[src/rtl/alu_operand_loader_if.sv]
// Operand/command handshake bundle between the operand loader (master) and the ALU (slave).
interface alu_operand_loader_if;
  logic       out_valid;
  logic       out_ready;
  logic [2:0] command;
  logic [3:0] a;
  logic [3:0] b;

  modport master (output out_valid, output command, output a, output b, input out_ready);
  modport slave  (input out_valid, input command, input a, input b, output out_ready);
endinterface

[src/rtl/alu_operand_loader.sv]
// Three-press operand/command sequencer feeding the ALU through a valid/ready handshake.
// Defining ALU_LOADER_DEBOUNCE_EN inserts a counter-based debouncer on the step button.
module alu_operand_loader #(
  parameter int DEB_CYCLES = 16
) (
  input  logic                 clk,
  input  logic                 rst_n,
  input  logic [3:0]           sw,
  input  logic [2:0]           cmd_sw,
  input  logic                 btn,
  alu_operand_loader_if.master bus,
  output logic [1:0]           phase,
  output logic [7:0]           issue_cnt
);
  typedef enum logic [1:0] {PH_A, PH_B, PH_CMD, PH_ISSUE} phase_t;

  phase_t     state;
  phase_t     state_next;
  logic       sync1;
  logic       sync2;
  logic       level;
  logic       press;
  logic       out_valid_q;
  logic       out_valid_next;
  logic [3:0] a_q;
  logic [3:0] b_q;
  logic [2:0] command_q;
  logic       load_a;
  logic       load_b;
  logic       load_cmd;
  logic       xfer;

  always_ff @(posedge clk or negedge rst_n) begin
    if (!rst_n) begin
      sync1 <= 1'b0;
      sync2 <= 1'b0;
    end else begin
      sync1 <= btn;
      sync2 <= sync1;
    end
  end

`ifdef ALU_LOADER_DEBOUNCE_EN
  logic        level_q;
  logic [15:0] deb_cnt;

  // level only follows sync2 after DEB_CYCLES consecutive cycles of disagreement
  always_ff @(posedge clk or negedge rst_n) begin
    if (!rst_n) begin
      level   <= 1'b0;
      level_q <= 1'b0;
      deb_cnt <= '0;
    end else begin
      level_q <= level;
      if (sync2 == level) begin
        deb_cnt <= '0;
      end else if (deb_cnt == 16'(DEB_CYCLES - 1)) begin
        level   <= sync2;
        deb_cnt <= '0;
      end else begin
        deb_cnt <= deb_cnt + 16'd1;
      end
    end
  end

  assign press = level & ~level_q;
`else
  always_ff @(posedge clk or negedge rst_n) begin
    if (!rst_n) begin
      level <= 1'b0;
    end else begin
      level <= sync2;
    end
  end

  assign press = sync2 & ~level;
`endif

  // Presses arriving while in ISSUE fall through untouched and are lost
  always_comb begin
    state_next = state;
    load_a     = 1'b0;
    load_b     = 1'b0;
    load_cmd   = 1'b0;
    xfer       = 1'b0;
    case (state)
      PH_A: begin
        if (press) begin
          load_a     = 1'b1;
          state_next = PH_B;
        end
      end
      PH_B: begin
        if (press) begin
          load_b     = 1'b1;
          state_next = PH_CMD;
        end
      end
      PH_CMD: begin
        if (press) begin
          load_cmd   = 1'b1;
          state_next = PH_ISSUE;
        end
      end
      PH_ISSUE: begin
        if (out_valid_q && bus.out_ready) begin
          xfer       = 1'b1;
          state_next = PH_A;
        end
      end
    endcase
    out_valid_next = (state_next == PH_ISSUE);
  end

  always_ff @(posedge clk or negedge rst_n) begin
    if (!rst_n) begin
      state       <= PH_A;
      out_valid_q <= 1'b0;
      a_q         <= '0;
      b_q         <= '0;
      command_q   <= '0;
      issue_cnt   <= '0;
    end else begin
      state       <= state_next;
      out_valid_q <= out_valid_next;
      if (load_a) a_q <= sw;
      if (load_b) b_q <= sw;
      if (load_cmd) command_q <= cmd_sw;
      if (xfer) issue_cnt <= issue_cnt + 8'd1;
    end
  end

  assign phase         = state;
  assign bus.out_valid = out_valid_q;
  assign bus.a         = a_q;
  assign bus.b         = b_q;
  assign bus.command   = command_q;
endmodule
[src/flat_wrapper.sv]
// flat-port wrapper written by rule: the top's interface ports become plain ports
module alu_operand_loader_flat 
#(
  parameter int DEB_CYCLES = 16
)
  (clk, rst_n, sw, cmd_sw, btn, phase, issue_cnt, bus_out_valid, bus_command, bus_a, bus_b, bus_out_ready);
  alu_operand_loader_if bus_i ();
  input  logic clk;
  input  logic rst_n;
  input  logic [3:0] sw;
  input  logic [2:0] cmd_sw;
  input  logic btn;
  output logic [1:0] phase;
  output logic [7:0] issue_cnt;
  output wire logic [$bits(bus_i.out_valid)-1:0] bus_out_valid;
  output wire logic [$bits(bus_i.command)-1:0] bus_command;
  output wire logic [$bits(bus_i.a)-1:0] bus_a;
  output wire logic [$bits(bus_i.b)-1:0] bus_b;
  input wire logic [$bits(bus_i.out_ready)-1:0] bus_out_ready;
  assign bus_out_valid = bus_i.out_valid;
  assign bus_command = bus_i.command;
  assign bus_a = bus_i.a;
  assign bus_b = bus_i.b;
  assign bus_i.out_ready = bus_out_ready;
  alu_operand_loader #(.DEB_CYCLES(DEB_CYCLES)) u_core (.clk(clk), .rst_n(rst_n), .sw(sw), .cmd_sw(cmd_sw), .btn(btn), .bus(bus_i), .phase(phase), .issue_cnt(issue_cnt));
endmodule
[config.mk]
export PLATFORM = sky130hd
export DESIGN_NAME = alu_operand_loader_flat
export DESIGN_NICKNAME = d
export VERILOG_FILES = /design/src/rtl/alu_operand_loader_if.sv /design/src/rtl/alu_operand_loader.sv /design/src/flat_wrapper.sv
export SDC_FILE = /design/constraint.sdc
export NUM_CORES = 1
export LEC_CHECK = 0
export BUFFER_PORTS_ARGS = -buffer_cell sky130_fd_sc_hd__clkbuf_2
export CORE_MARGIN = 2
export CORE_UTILIZATION = 50
export DETAILED_ROUTE_END_ITERATION = 16
export HOLD_SLACK_MARGIN = 0.12
export PLACE_DENSITY = 0.77
export SLEW_MARGIN = 20
export SYNTH_ARGS = -nofsm -noshare
export SYNTH_HDL_FRONTEND = slang
export SYNTH_SLANG_ARGS = --single-unit
[constraint.sdc]
create_clock -name clk -period 2.16 [get_ports clk]
set_input_delay 0.108 -clock clk [delete_from_list [all_inputs] [get_ports clk]]
set_output_delay 0.108 -clock clk [all_outputs]
set_load 0.005 [all_outputs]
==> impl_metrics.ini <==
[logic_synthesis]
netlist_area_um2 = 996
synth_top_area_cell = dfrtp_1
synthTopCellsByArea = dfrtp_1, mux2_1, xnor2_1, mux2_2, nor2_4
syn_area_per_cell_um2 = 14.4
post_synth_num_cell_types = 20
synth_top_cell_area_share_pct = 62.8
yosysSeqAreaShare_pct = 62.8
synthCells = 69
yosys_warnings = 0
ys_seq_elements = 25
syn_nets = 81

[layout]
layout.nets = 127
area_growth_pct = 31.5
final_cell_area_um2 = 1310
diodes = 0
multi_input_area_um2 = 359
regArea_um2 = 626
final_util_pct = 68.2
drive_gt1_share_pct = 38.6
fillCellCount = 157
fin_cells = 141

[timing]
rsz0062_at_grt = no
fin_skew_ns = 0.00271
hold_violations = 0
slew_headroom_pct = 60.5
finalMaxSlewViolations = 0
min_period_ns = 1.56
fmax_mhz = 642
timing.final.ws_setup_ns = 0.603
hold_slack_ns = 0.311
setup-tns-final_ns = 0
timing.final.setup_violations = 0
post-route-period-util_pct = 72.1
tightestPinTransition_ns = 0.592

[clock_network]
cts_buffer_depth = 2
cts_setup_buffers = 0
h-tree-depth = 1
numClockSinks = 25
clkTransAtPathRegs_ns = 0.13
clk_latency_ns = 0.32
cts_tree = done
root_buffer = clkbuf_4
postCtsResizedCells = 0
cts_made_buffers = 3

[grt]
grt_util_all_layers_pct = 17.5
grt_pass1_wl_mm = 3.12
antenna_found_initial = 0
grt_overflow = 0
grt_pass1_vias = 651
grt_max_degree = 26

[worst_setup_path]
crit_path_max_incr_delay_ns = 0.47
worst-endpoint-arrival_ns = 1.78
setup.worst_path.end_class = flop
crit_chain = or3b_4 > nor2_4 > mux2_1
cp_data_required_time_ns = 2.38
cp_max_fo = 7
crit_slowest_cell = dfrtp_1
criticalPathCategory = flop to flop
start_kind = flop

[place]
dpl_cell_area_um2 = 1180
dp_hpwl_mm = 1.30
place_ws_ns = 0.623
place_inst = 127
place.gp.congestion = 0.786
port-buffer-count = 32

[die]
coreArea_um2 = 1920
die_y_um = 48.6
die-area_um2 = 2360
fp.dieW_um = 48.6
rows = 16
start_util_pct = 51.8
top_level_ports = 33

[power]
total_power_mw = 1.38
pwr_density_cell_nw_per_um2 = 1050
ir_worst_vdd_uv = 650
cellLeakagePower_nw = 0.645

[drt]
vias = 678
initialDrtViolationCount = 8
avgViaCountPerCell = 4.81
drtPass1Iterations = 4
drc_errors = 0
routed_wl_mm = 1.83
drtAntennaViolNets = 0
post_drt_wl_per_cell_um = 12.9

[hold_path]
hold_class = input port to async pin

[job]
maxCapViolCount = 0

[run_status]
status = completed
-- Yosys cell counts --
library cell,n
dfrtp_1,25
mux2_1,9
xnor2_1,6
nand4_1,3
nand2b_1,1
inv_1,1
and4_1,1
or3b_4,1
o21ai_0,1
a21o_1,1
nor3b_2,1
nand2_1,4
and3_1,3
buf_4,1
nor2_4,2
nand3_1,3
xor2_1,1
ha_1,1
a31o_2,1
mux2_2,3
-- placed cells by master, fill, tap and decap left out --
master / instances
clkbuf_2: 32
dfrtp_1: 25
dlygate4sd3_1: 10
mux2_1: 9
xnor2_1: 6
nand2_1: 4
nand3_1: 3
and3_1: 3
nand4_1: 3
mux2_2: 3
clkbuf_4: 3
nor2_4: 2
nand2b_1: 1
or3b_4: 1
o21ai_0: 1
inv_1: 1
a21o_1: 1
nor3b_2: 1
a31o_2: 1
and4_1: 1
xor2_1: 1
ha_1: 1
clkinv_2: 1
-- final timing paths --
kind	from	slack [ns]	depth (start not counted)	end
min in group clk	u_core.sync1	0.37	0	u_core.sync2
max reg2reg	u_core.phase[1]	0.60	3	u_core.bus.b[2]
max in group asynchronous	rst_n	1.47	2	u_core.bus.command[0]
min	rst_n	0.31	2	u_core.bus.b[1]
min reg2reg	u_core.sync1	0.37	0	u_core.sync2
max	u_core.phase[1]	0.60	3	u_core.bus.b[2]
-- sequential cells by signal, summed over array words and instances (netlist names) --
name and flops:
u_core.sync2 1, u_core.sync1 1, u_core.level 1, u_core.bus.b 4, u_core.bus.out_valid 1, u_core.issue_cnt 8
u_core.phase 2, u_core.bus.a 4, u_core.bus.command 3
-- routing by layer --
metal	track usage [%]	vias up	wire [um]
met5	0	-	0
met4	7.14	0	32
met3	3.09	3	67
met2	27.4	19	895
met1	24.4	326	830
li1	-	330	-
-- area by class of cell --
class / count / share of cell area (%)
Multi-Input combinational cell: 42 / 27.4
Clock inverter: 1 / 0.382
Tap cell: 27 / 2.58
Clock buffer: 3 / 1.72
Timing Repair Buffer: 42 / 19.9
Sequential cell: 25 / 47.8
Inverter: 1 / 0.287
-- what timing repair did --
item,CTS,global route
setup endpoints to repair,0,0
endpoints found under the hold margin,38,0
hold buffers,10,0
-- cells by family after synthesis --
family / synth area share (%)
compound gates: 2.14
flops: 62.8
buf+inv: 1.13
xor+xnor: 6.16
fa+ha+maj: 1.26
simple gates: 12.9
mux: 13.6
-- power breakdown --
group / internal (mW) / switching (mW)
clock network: 0.0695 / 0.141
registers: 0.621 / 0.130
logic: 0.242 / 0.175
-- critical path: cells and delay by family (launching register included) --
kind	cells	cell delay, ns
and+or+nand+nor	2	0.64
DFF	1	0.47
muxes	1	0.34
(Power assumes the default switching activity.)
